File: config.mk
export PLATFORM = sky130hd
export DESIGN_NAME = ifu_prefetch_queue
export DESIGN_NICKNAME = d
export VERILOG_FILES = /design/src/rtl/ifu_prefetch_queue.sv
export SDC_FILE = /design/constraint.sdc
export NUM_CORES = 1
export LEC_CHECK = 0
export ABC_CLOCK_PERIOD_IN_PS = 4850
export BUFFER_PORTS_ARGS = -buffer_cell sky130_fd_sc_hd__buf_2
export CAP_MARGIN = 30
export CORE_AREA = 2 2 188 190
export CTS_BUF_LIST = sky130_fd_sc_hd__clkbuf_4 sky130_fd_sc_hd__clkbuf_8
export DETAILED_ROUTE_END_ITERATION = 6
export DIE_AREA = 0 0 190 192
export HOLD_SLACK_MARGIN = 0.05
export PLACE_DENSITY = 0.76
export SLEW_MARGIN = 20
export SYNTH_ARGS = -nofsm -noshare
export SYNTH_HDL_FRONTEND = slang
export SYNTH_SLANG_ARGS = --single-unit
File: constraint.sdc
create_clock -name clk -period 4.85 [get_ports clk]
set_clock_uncertainty 0.1 [all_clocks]
set_input_delay 0.485 -clock clk [delete_from_list [all_inputs] [get_ports clk]]
set_output_delay 0.485 -clock clk [all_outputs]
set_load 0.02 [all_outputs]
File: src/rtl/ifu_prefetch_queue.sv
// Decoupled instruction prefetcher: in-order fetch requests, DEPTH-entry PC-tagged queue, flush on redirect.
// A response is visible one cycle later; requests stop when entries plus stale in-flight responses reach DEPTH.
module ifu_prefetch_queue #(
    parameter int              XLEN     = 64,
    parameter int              ILEN     = 32,
    parameter int              DEPTH    = 4,
    parameter logic [XLEN-1:0] RESET_PC = 64'h8000_0000
) (
    input  logic            clk,
    input  logic            rst,
    input  logic            redirect_valid,
    input  logic [XLEN-1:0] redirect_pc,
    output logic            req_valid,
    input  logic            req_ready,
    output logic [XLEN-1:0] req_addr,
    input  logic            resp_valid,
    input  logic [ILEN-1:0] resp_data,
    output logic            out_valid,
    input  logic            out_ready,
    output logic [XLEN-1:0] out_pc,
    output logic [ILEN-1:0] out_inst
);
    localparam int PW = $clog2(DEPTH);
    typedef logic [PW:0] ptr_t;

    localparam logic [XLEN-1:0] PC_STEP    = XLEN'(4);
    localparam logic [XLEN-1:0] ALIGN_MASK = XLEN'(3);

    ptr_t            head;
    ptr_t            tail;
    ptr_t            fill;
    ptr_t            drop_cnt;
    logic [XLEN-1:0] fetch_pc;
    logic            fetch_en;

    logic [XLEN-1:0] pc_mem   [DEPTH];
    logic [ILEN-1:0] inst_mem [DEPTH];

    ptr_t            alloc_cnt;
    ptr_t            unfilled;
    ptr_t            credit_use;
    ptr_t            redir_sum;
    ptr_t            redir_drop;
    logic            full;
    logic            req_fire;
    logic            resp_drop;
    logic            resp_fill;
    logic            pop;
    logic [XLEN-1:0] redirect_target;

    assign alloc_cnt  = tail - head;
    assign unfilled   = tail - fill;
    assign full       = (head[PW] != tail[PW]) && (head[PW-1:0] == tail[PW-1:0]);
    // alloc + drop never exceeds DEPTH, so the pointer width holds the sum.
    assign credit_use = alloc_cnt + drop_cnt;

    // fetch_en holds requests off until the first edge after reset release.
    assign req_valid  = fetch_en && !full && (credit_use < ptr_t'(DEPTH)) && !redirect_valid;
    assign req_addr   = fetch_pc;
    assign req_fire   = req_valid && req_ready;

    assign resp_drop  = resp_valid && (drop_cnt != '0);
    assign resp_fill  = resp_valid && (drop_cnt == '0) && (fill != tail);

    assign out_valid  = (head != fill);
    assign pop        = out_valid && out_ready;
    assign out_pc     = out_valid ? pc_mem[head[PW-1:0]]   : '0;
    assign out_inst   = out_valid ? inst_mem[head[PW-1:0]] : '0;

    assign redirect_target = redirect_pc & ~ALIGN_MASK;

    // A response arriving in the redirect cycle retires one of the in-flight requests.
    always_comb begin
        redir_sum  = drop_cnt + unfilled;
        redir_drop = redir_sum;
        if (resp_valid && (redir_sum != '0)) begin
            redir_drop = redir_sum - ptr_t'(1);
        end
    end

    always_ff @(posedge clk or negedge rst) begin
        if (!rst) begin
            head     <= '0;
            tail     <= '0;
            fill     <= '0;
            drop_cnt <= '0;
            fetch_pc <= RESET_PC;
            fetch_en <= 1'b0;
        end else begin
            fetch_en <= 1'b1;
            if (redirect_valid) begin
                head     <= tail;
                fill     <= tail;
                drop_cnt <= redir_drop;
                fetch_pc <= redirect_target;
            end else begin
                if (req_fire) begin
                    tail     <= tail + ptr_t'(1);
                    fetch_pc <= fetch_pc + PC_STEP;
                end
                if (pop) begin
                    head <= head + ptr_t'(1);
                end
                if (resp_drop) begin
                    drop_cnt <= drop_cnt - ptr_t'(1);
                end
                if (resp_fill) begin
                    fill <= fill + ptr_t'(1);
                end
            end
        end
    end

    always_ff @(posedge clk) begin
        if (req_fire) begin
            pc_mem[tail[PW-1:0]] <= fetch_pc;
        end
        if (resp_fill && !redirect_valid) begin
            inst_mem[fill[PW-1:0]] <= resp_data;
        end
    end
endmodule

Yosys cells after proc, flatten, opt, wreduce, memory -nomap -nowiden
Memories as Yosys holds them, arrays and structs flattened.
Cells that the tools add are included.

word-level totals
  register bits = 77
  memory bits (writable) = 384
  input port bits = 102
  output and inout bits = 162
  word-level logic and storage cells = 60
  memories kept = 2

cells by class
  add/sub/neg operators = 10
  magnitude comparators = 1
  equal/unequal tests = 4
  muxes and demuxes = 15
  bitwise gates (word level) = 1
  reductions and logical operators = 21

memories
  name      words  bits a word  rd ports  clocked after memory_dff  wr ports  RTL line  source
  pc_mem    4      64           1         0                         1         36        logic [XLEN-1:0] pc_mem [DEPTH];
  inst_mem  4      32           1         0                         1         37        logic [ILEN-1:0] inst_mem [DEPTH];

operator list
  kind                     number
  $mux W64                 3
  $add A64 B3 Y64 const B  1
  $mux W32                 1
  $mux W3                  7
  $logic_and A1 B1 Y1      11
  $add A3 B1 Y3 const B    3
  $reduce_bool A2 Y1       4
  $add A3 B3 Y3            2
  $ne A3 B3 Y1             2
  $reduce_bool A3 Y1       2
  $sub A3 B1 Y3 const B    2
  $sub A3 B3 Y3            2
  $mux W1                  4
  $logic_not A3 Y1         1
  $lt A3 B3 Y1 const B     1
  $eq A2 B2 Y1             1
  $logic_not A1 Y1         2
  $reduce_and A2 Y1        1
  $ne A1 B1 Y1             1
  $not A1 Y1               1

Logic depth before layout (Yosys ltp)
Gate-level depths: netlist of run 1.

  depth in word-level cells = 9
  mapped depth = 13

Worst setup path after synthesis of run 1
OpenSTA, ideal clock, no wires.

  path type = reg-to-reg
  start point = reg head[1]
  end point = mem pc_mem[0][10] (enable)
  setup time = 427 ps
  arrival time = 3839 ps
  required time = 4323 ps
  setup slack = 485 ps
  stages on the path, launching flop included = 11
  buffers on the path = 5
  clock period less this slack = 4365 ps
  cells stage by stage = dfrtp_1 -> clkbuf_1 -> clkbuf_1 -> buf_1 -> inv_1 -> ha_1 -> nand3_1 -> and3_1 -> buf_2 -> clkbuf_1 -> and3_1

on the way
  longest elaborated chain between the ends = 9
  elaborated cells on any way between the ends = 12
  those cells by class = add/sub (2); order compare (1); eq/ne (1); mux (2); reduce/logical (6)

RTL lines
  what                                                   RTL line  source
  start: declaration                                     29        ptr_t head;
  start signal: assignment                               92        head <= tail;
  start signal: assignment                               102       head <= head + ptr_t'(1);
  branches (longest 4 deep; another with $sub A3 B3 Y3)  -
  $logic_and A1 B1 Y1 * (2 in series)                    58        assign req_valid = fetch_en && !full && (credit_use < ptr_t'(DEPTH)) && !redirect_valid;
  $logic_and A1 B1 Y1 *                                  60        assign req_fire = req_valid && req_ready;
  $mux W1 *                                              115       if (req_fire) begin
  $mux W1 (implied by the code) *                        116       pc_mem[tail[PW-1:0]] <= fetch_pc;
  end: declaration                                       36

Mark *: on every way between the ends.

Worst setup path in the final report of run 1
  start point = reg tail[1]
  end point = out req_valid

on the way
  longest elaborated chain between the ends = 6
  elaborated cells on any way between the ends = 9
  those cells by class = add/sub (2); order compare (1); eq/ne (1); reduce/logical (5)

RTL lines
  what                                                   RTL line  source
  start: declaration                                     30        ptr_t tail;
  start signal: assignment                               98        tail <= tail + ptr_t'(1);
  branches (longest 4 deep; another with $sub A3 B3 Y3)  -
  $logic_and A1 B1 Y1 * (2 in series)                    58
  end: declaration                                       13        output logic req_valid,

Marked as above.

==> results of run 1 <==
==> cell usage after synthesis, types with 3 or more instances <==
cell and n:
xnor2_1 26, clkbuf_1 47, buf_1 9, nand3_1 34, nand2_1 82, o211ai_1 5
ha_1 20, a32oi_1 3, dfrtp_1 74, and3_1 21, nor4_1 18, inv_1 25
a221o_1 7, mux2_2 5, o41ai_1 9, buf_4 5, mux2i_1 4, and4_1 9
and2_1 102, xor2_1 18, nor2_1 23, buf_2 8, o31ai_1 6, nand4_1 23
edfxtp_1 376, nor2b_1 3, mux4_2 94, nand2b_1 4, or4_1 6, or3_1 4
o21ai_0 47, fa_1 3, a21oi_1 14, nor3_1 15, a21o_1 23
==> final cells by class <==
type,instances,area (µm²)
sequential,451,13200
fill,2261,10700
multi-input combinational,662,5820
timing repair buffer,378,2470
clock buffer,108,1270
tap,455,569
clock inverter,21,144
inverter,26,97.6
antenna,4,10.0
==> worst register-to-register path, stage by stage (launching register included) <==
cell,delay [ns]
dfrtp_4,0.42
buf_4,0.70
inv_1,0.11
ha_1,0.32
nand3_1,0.10
nand3_1,0.53
nor2_2,0.88
buf_4,0.31
nand2_1,0.07
o211ai_1,0.19
==> power by group <==
part           switching, W  internal (W)  leakage [nW]
combinational       0.00376       0.00247          3.72
sequential         0.000528       0.00479          4.30
clock               0.00147       0.00174         0.750
total               0.00575       0.00900          8.77
==> cell families after synthesis <==
group | after synthesis
buffers and inverters | 95
and+or+nand+nor | 355
other | 2
muxes | 103
DFF | 451
AOI/OAI and AO/OA | 131
adders and majority gates | 23
xor gates and xnor gates | 45
==> registers in the layout, summed over array words and instances, names as in the netlist <==
register  flops
head          3
fetch_en      1
tail          3
req_addr     62
drop_cnt      3
fill          3
inst_mem    128
pc_mem      248
==> per-stage QoR <==
step	cells	total power, W	cell area [µm²]	hold WS (ns)
floorplan	1208	0.00934	19300	0.0894
global placement	1878	0.0113	21200	0.433
detailed placement	1880	0.0114	21200	0.323
CTS	2098	0.0147	23500	0.0566
global route	2103	0.0155	23600	0.0633
finish	2105	0.0148	23600	0.0917
==> worst max path at each step <==
stage	slack, ns	cells past startpoint	endpoint	from
2_1_floorplan	0.48	10	pc_mem[0][10]$_DFFE_PP_	head[1]$_DFFE_PN0P_
3_3_place_gp	0.79	10	req_addr[26]$_DFFE_PN0P_	tail[1]$_DFFE_PN0P_
3_5_place_dp	0.72	10	req_addr[26]$_DFFE_PN0P_	tail[1]$_DFFE_PN0P_
4_1_cts	0.59	8	req_valid	tail[1]$_DFFE_PN0P_
5_1_grt	0.64	9	req_valid	tail[1]$_DFFE_PN0P_
6_report	0.82	9	req_valid	tail[1]$_DFFE_PN0P_
==> metal layers <==
metal / part of all wire / global-route usage / vias up
met5: 0.00034 / 0 / -
met4: 0.025 / 0.105 / 2
met3: 0.089 / 0.0618 / 79
met2: 0.48 / 0.420 / 580
met1: 0.40 / 0.351 / 6221
li1: - / - / 5464
==> results.toml, run 1 <==
[finish]
fin_util = 0.687
mostFrequentLayoutCells = "edfxtp_1 (376), buf_2 (257), and2_1 (102)"
fin_nets = 1716
layout_commonest_cell = "edfxtp_1"
areaGrowthSynthToFinish_pct = 21.9
drive_gt1_frac = 0.321

[logic_synthesis]
synth_ff_type = "edfxtp_1"
synth.area.top_cells = "edfxtp_1 (58%), mux4_2 (11%), dfrtp_1 (9.6%)"
ys_types = 59
synth_enable_flop_cells = 376
synth_mux_area_frac = 0.115
synth-adder-area-share = 0.0161
synth_compound_area_frac = 0.0450
synth_top_family_by_area = "multiplexers"
postSynthAreaPerCell_um2 = 16.0
yosys.area_share.simple = 0.102
async_flop_share = 0.166
synthCells = 1205
synth.largest_area_cell = "edfxtp_1"
synth-xor-area-share = 0.0208
ys_seq_area_frac = 0.681
ys_ff_latch = 451
synth_warnings = 0
yosysTopAreaCellShare = 0.584
syn_area_um2 = 19300

[cts]
clk_path_buf_depth = 3
cts_setup_buffers = 0
clk_pin_slew_worst_paths_ns = 0.06
cts_resized = 0
cts-root-buf = "clkbuf_8"
clock_latency_ns = 0.64
tritoncts = "built"
holdBufCountCts = 89
clock-sinks = 451
htree_levels = 3
cts_buffers = 72

[timing]
grt_setup_unrepaired = "no"
max_freq_mhz = 248
tns_ns = 0
tightest_slew_ns = 0.931
hold_viol = 0
period_share = 0.831
relSlewSlack = 0.373
slew_viol_final = 0
worst_slack_ns = 0.819
period_minus_slack_ns = 4.03
finalSetupViolCount = 0

[global_route]
grt_pass1_vias = 12600
grt.overflow.total = 0
grt_antenna_before_repair = 3
grt_max_degree = 98
grtUsageTotal = 0.262
grt_pass1_wl_um = 71800

[critical_path]
reg2reg_from = "head[1]$_DFFE_PN0P_"
rr_worst_depth = 9
slowest_delay_ns = 0.55
path_delay_family = "adder cells"
end_kind = "output port"
r2r_setup_slack_ns = 1.04
critical_path.slowest_cell = "xnor2_2"
cp_cell_sequence = "inv_1 -> fa_1 -> inv_1 -> ha_1 -> a31oi_1 -> xnor2_2 -> buf_6 -> and3_1 -> buf_2"
critPathArrivalTime_ns = 3.45
worst-path-buf-inv = 4
crit_path_frequent_cell = "inv_1"
crit_fanout = 12
crit_type = "reg2out"
worstReg2RegEnd = "req_addr[42]$_DFFE_PN0P_"
start_kind = "flip-flop"
required_ns = 4.26

[run]
maxCapViolCount = 0

[die]
placementRows = 68
die_w_um = 190
die_h_um = 192
dieArea_um2 = 36500
ioPinCount = 264
core_area_um2 = 34300
initial_utilization = 0.564

[outcome]
status = "completed"

[pwr]
ir_worst_vdd_uv = 720
p_leak_nw = 8.77
p_per_area_nw_per_um2 = 626

[route]
ant_nets = 0
via_per_inst = 5.87
post_drt_wl_per_cell_um = 22.4
drc = 0
drtIter0Drc = 1000
dr.pass1.iters = 5
wl_um = 47200
vias = 12300

[hold_path]
hp-class = "in2reg"
hold_end = "req_addr[54]$_DFFE_PN0P_"
hold_depth = 4
hold_path.startpoint = "redirect_pc[54]"

[place]
place_ws_ns = 0.723
dp_hpwl_um = 29000
place.port_buffers = 257
place_congestion = 0.882
(Power assumes the default switching activity.)
==> inputs of run 2 (changes only) <==
- ABC_CLOCK_PERIOD_IN_PS: 4850 -> 3670
- CORE_AREA: 2 2 188 190 -> 2 2 193 195
- DIE_AREA: 0 0 190 192 -> 0 0 195 197
- clock period: 4.85 -> 3.67 ns (I/O delays scaled with it)
==> results.toml, run 2 (synthesis gave the netlist of run 1 again) <==
[route]
drc = 0
post_drt_wl_per_cell_um = 22.7
via_per_inst = 5.87
dr.pass1.iters = 5
vias = 12500
ant_nets = 0
wl_um = 48500
drtIter0Drc = 1054

[place]
place_area_um2 = 21400
dp.cells = 1905
place_congestion = 0.869
place.port_buffers = 257
dp_hpwl_um = 30000

[die]
dieArea_um2 = 38400
core_area_um2 = 36300
die_w_um = 195
ioPinCount = 264
die_h_um = 197
placementRows = 70
initial_utilization = 0.533

[cts]
tritoncts = "built"
cts_buffers = 73
cts-root-buf = "clkbuf_8"
clock-sinks = 451
clock_latency_ns = 0.62
clk_pin_slew_worst_paths_ns = 0.07
clk_path_buf_depth = 3
htree_levels = 3

[pwr]
p_per_area_nw_per_um2 = 825
p_leak_nw = 8.90
p_comb_frac = 0.426
power_switching_w = 0.00763
ir_worst_vdd_uv = 740
p_sw_frac = 0.388
p_int_w = 0.0121
power.clock.fraction = 0.218
seq_power_share = 0.355

[critical_path]
required_ns = 3.20
critPathArrivalTime_ns = 3.06
crit_type = "reg2out"
reg2reg_from = "head[1]$_DFFE_PN0P_"
crit_fanout = 11
rr_worst_depth = 10
start_kind = "flip-flop"
end_kind = "output port"
critPathLaunch = "head[1]$_DFFE_PN0P_"

[timing]
hold_viol = 0
slew_viol_final = 0
period_share = 0.961
relSlewSlack = 0.426
grt_setup_unrepaired = "no"
tns_ns = 0
hold_ws_ns = 0.206
max_freq_mhz = 284
period_minus_slack_ns = 3.53
tightest_slew_ns = 0.862
finalSetupViolCount = 0

[finish]
layout_commonest_cell = "edfxtp_1"
mostFrequentLayoutCells = "edfxtp_1 (376), buf_2 (256), and2_1 (99)"
instances_no_fill = 2138
largest_reg_flops = 248
fin_area_um2 = 23900
drive_gt1_frac = 0.325
fin_util = 0.658
fin_nets = 1735
areaGrowthSynthToFinish_pct = 23.4

[global_route]
grt_antenna_before_repair = 5
grt_pass1_vias = 12800
grtUsageTotal = 0.256
grt.overflow.total = 0
grt_max_degree = 99
grt_pass1_wl_um = 74200

[hold_path]
hp-class = "in2async"

[run]
maxCapViolCount = 0

[outcome]
status = "completed"
[run 2: metal layers]
layer,global-route usage,part of all wire,vias to the layer above,wire (µm)
met4,0.120,0.034,4,1630
li1,-,-,5507,-
met3,0.0560,0.082,98,3980
met5,0,0.00070,-,34
met1,0.334,0.40,6326,19300
met2,0.414,0.49,606,23500
[run 2: worst paths after layout]
check	endpoint	slack, ns
setup / recovery	req_valid	0.14
hold / removal	req_addr[37]$_DFFE_PN0P_	0.21
setup reg to reg	req_addr[56]$_DFFE_PN0P_	0.27
hold reg to reg	req_addr[31]$_DFFE_PN1P_	0.44
max in group asynchronous	req_addr[31]$_DFFE_PN1P_	2.60
min in group clk	req_addr[3]$_DFFE_PN0P_	0.24
[run 2: layout make-up]
type | count | area, µm²
Tap cell | 468 | 586
Clock buffer | 105 | 1260
Clock inverter | 26 | 185
Sequential cell | 451 | 13200
Antenna cell | 4 | 10.0
Fill cell | 2495 | 12400
Timing Repair Buffer | 396 | 2690
Inverter | 26 | 97.6
Multi-Input combinational cell | 662 | 5850
[run 2: power groups by stage]
stage                     Sequential [W]  Combinational, W  Clock, W
after floorplan                  0.00701           0.00533         0
after global placement           0.00703           0.00810         0
after detailed placement         0.00709           0.00819         0
after CTS                        0.00699           0.00840   0.00437
after global routing             0.00708           0.00899   0.00462
final                            0.00700           0.00839   0.00430
[run 2: what timing repair did]
action / in CTS / in global routing
gates resized for setup: 0 / 1
hold buffers: 97 / 0
setup endpoints to repair: 1 / 1
pin swaps: 1 / 0
buffers inserted: 1 / 0
endpoints found under the hold margin: 236 / 0
[run 2: worst max-delay path: stages (launching register included)]
cell and delay, ns:
dfrtp_4 0.50, fa_1 0.53, inv_1 0.04, ha_1 0.29, a31oi_2 0.29, xnor2_2 0.18, buf_4 0.23, and3_1 0.18
buf_2 0.19
[run 2: through the flow]
step / worst slack, ns / total power, W
5_1_grt: 0.0201 / 0.0207
4_1_cts: 0.0385 / 0.0198
2_1_floorplan: 0.256 / 0.0123
6_report: 0.144 / 0.0197
3_3_place_gp: 0.262 / 0.0151
3_5_place_dp: 0.216 / 0.0153
==> inputs of run 3 (changes only) <==
- ABC_CLOCK_PERIOD_IN_PS: 3670 -> 3510
- CORE_AREA: 2 2 193 195 -> 2 2 188 190
- DIE_AREA: 0 0 195 197 -> 0 0 190 192
- SETUP_SLACK_MARGIN: default -> 0.3
- clock period: 3.67 -> 3.51 ns (I/O delays scaled with it)
==> results.toml, run 3 (synthesis gave the netlist of run 1 again) <==
[pwr]
p_per_area_nw_per_um2 = 907
p_leak_nw = 8.99
ir_worst_vdd_uv = 630

[run]
maxCapViolCount = 0

[cts]
cts-root-buf = "clkbuf_8"
clock_latency_ns = 0.64
tritoncts = "built"
cts_buffers = 73
clk_path_buf_depth = 3
clock-sinks = 451
htree_levels = 3
clk_pin_slew_worst_paths_ns = 0.07

[critical_path]
critPathArrivalTime_ns = 3.59
required_ns = 3.92
worstReg2RegEnd = "req_addr[6]$_DFFE_PN0P_"
reg2reg_from = "head[1]$_DFFE_PN0P_"
critPathLaunch = "head[1]$_DFFE_PN0P_"
cp_cell_sequence = "fa_1 -> inv_2 -> ha_4 -> a31oi_4 -> buf_6 -> xor2_2 -> buf_2 -> buf_4 -> nor2_2 -> buf_4 -> a21o_1 -> a221o_1"
slowest_delay_ns = 0.53
start_kind = "flip-flop"
cp.depth = 12
crit_type = "reg2reg"
crit_fanout = 13
worst-path-buf-inv = 5
path_delay_family = "buffers and inverters"
r2r_setup_slack_ns = 0.33
end_kind = "flip-flop"
rr_worst_depth = 12
cp-endpoint = "req_addr[6]$_DFFE_PN0P_"
critical_path.slowest_cell = "fa_1"
crit_path_frequent_cell = "buf_4"

[die]
die_w_um = 190
ioPinCount = 264
dieArea_um2 = 36500
initial_utilization = 0.564
die_h_um = 192
placementRows = 68
core_area_um2 = 34300

[route]
ant_nets = 0
drtIter0Drc = 1169
drc = 0
via_per_inst = 5.86
vias = 12500
wl_um = 47500
dr.pass1.iters = 6
post_drt_wl_per_cell_um = 22.3

[place]
dp_hpwl_um = 29600
place_area_um2 = 21400
place.port_buffers = 257
place_congestion = 0.876
place_ws_ns = -0.176
dp.cells = 1888

[outcome]
status = "completed"

[finish]
fin_util = 0.703
mostFrequentLayoutCells = "edfxtp_1 (376), buf_2 (256), and2_1 (102)"
areaGrowthSynthToFinish_pct = 24.8
fin_area_um2 = 24100
instances_no_fill = 2131
largest_reg_flops = 248
drive_gt1_frac = 0.336
layout_commonest_cell = "edfxtp_1"
fin_nets = 1741

[timing]
period_minus_slack_ns = 3.18
relSlewSlack = 0.599
hold_viol = 0
max_freq_mhz = 315
grt_setup_unrepaired = "yes"
slew_viol_final = 0
period_share = 0.905
worst_slack_ns = 0.332
tns_ns = 0
finalSetupViolCount = 0
tightest_slew_ns = 0.596

[global_route]
grt_pass1_wl_um = 72800
grt_antenna_before_repair = 3
grt.overflow.total = 0
grt_max_degree = 68
grtUsageTotal = 0.264
grt_pass1_vias = 12900

[hold_path]
hp-class = "in2async"
==> run 3: cell type report <==
cell class	count	area, µm²
multi-input cells	662	5940
flip-flops and latches	451	13200
clock inverters	25	230
diodes	3	7.51
clock buffers	107	1270
well taps	455	569
repair buffers	402	2820
inverters	26	97.6
fillers	2203	10200
==> run 3: power by group <==
group / switching [W] / leakage (nW) / total, W / internal [W]
Sequential: 0.000681 / 4.30 / 0.00729 / 0.00661
Clock: 0.00207 / 0.796 / 0.00464 / 0.00257
Combinational: 0.00561 / 3.90 / 0.00992 / 0.00432
Total: 0.00836 / 8.99 / 0.0219 / 0.0135
==> run 3: metal layers <==
layer | vias up | global-route usage | share of wire
met4 | 0 | 0.0972 | 0.023
met5 | - | 0 | 0
met3 | 72 | 0.0555 | 0.085
met1 | 6296 | 0.356 | 0.40
li1 | 5518 | - | -
met2 | 594 | 0.430 | 0.49
==> run 3: stage by stage <==
step | hold WS (ns) | total power [W]
2_1_floorplan | -0.0446 | 0.0129
3_3_place_gp | 0.427 | 0.0158
3_5_place_dp | 0.255 | 0.0160
4_1_cts | 0.119 | 0.0211
5_1_grt | 0.144 | 0.0230
6_report | 0.126 | 0.0219
==> run 3: worst min-delay path by stage <==
stage / startpoint / to / slack (ns) / cells after the start
4_1_cts: rst / req_addr[8]$_DFFE_PN0P_ / 0.12 / 2
3_3_place_gp: req_addr[31]$_DFFE_PN1P_ / req_addr[31]$_DFFE_PN1P_ / 0.43 / 2
3_5_place_dp: rst / drop_cnt[2]$_DFFE_PN0P_ / 0.25 / 1
5_1_grt: rst / drop_cnt[0]$_DFFE_PN0P_ / 0.14 / 2
2_1_floorplan: rst / drop_cnt[0]$_DFFE_PN0P_ / -0.04 / 0
6_report: rst / req_addr[10]$_DFFE_PN0P_ / 0.13 / 2
==> run 3: timing repair <==
action	4_1_cts	5_1_grt
buffers inserted	4	6
hold buffers	97	0
resized for setup	9	23
endpoints found under the hold margin	268	0
setup endpoints to repair	258	73
gates cloned	0	1
pin swaps	2	12
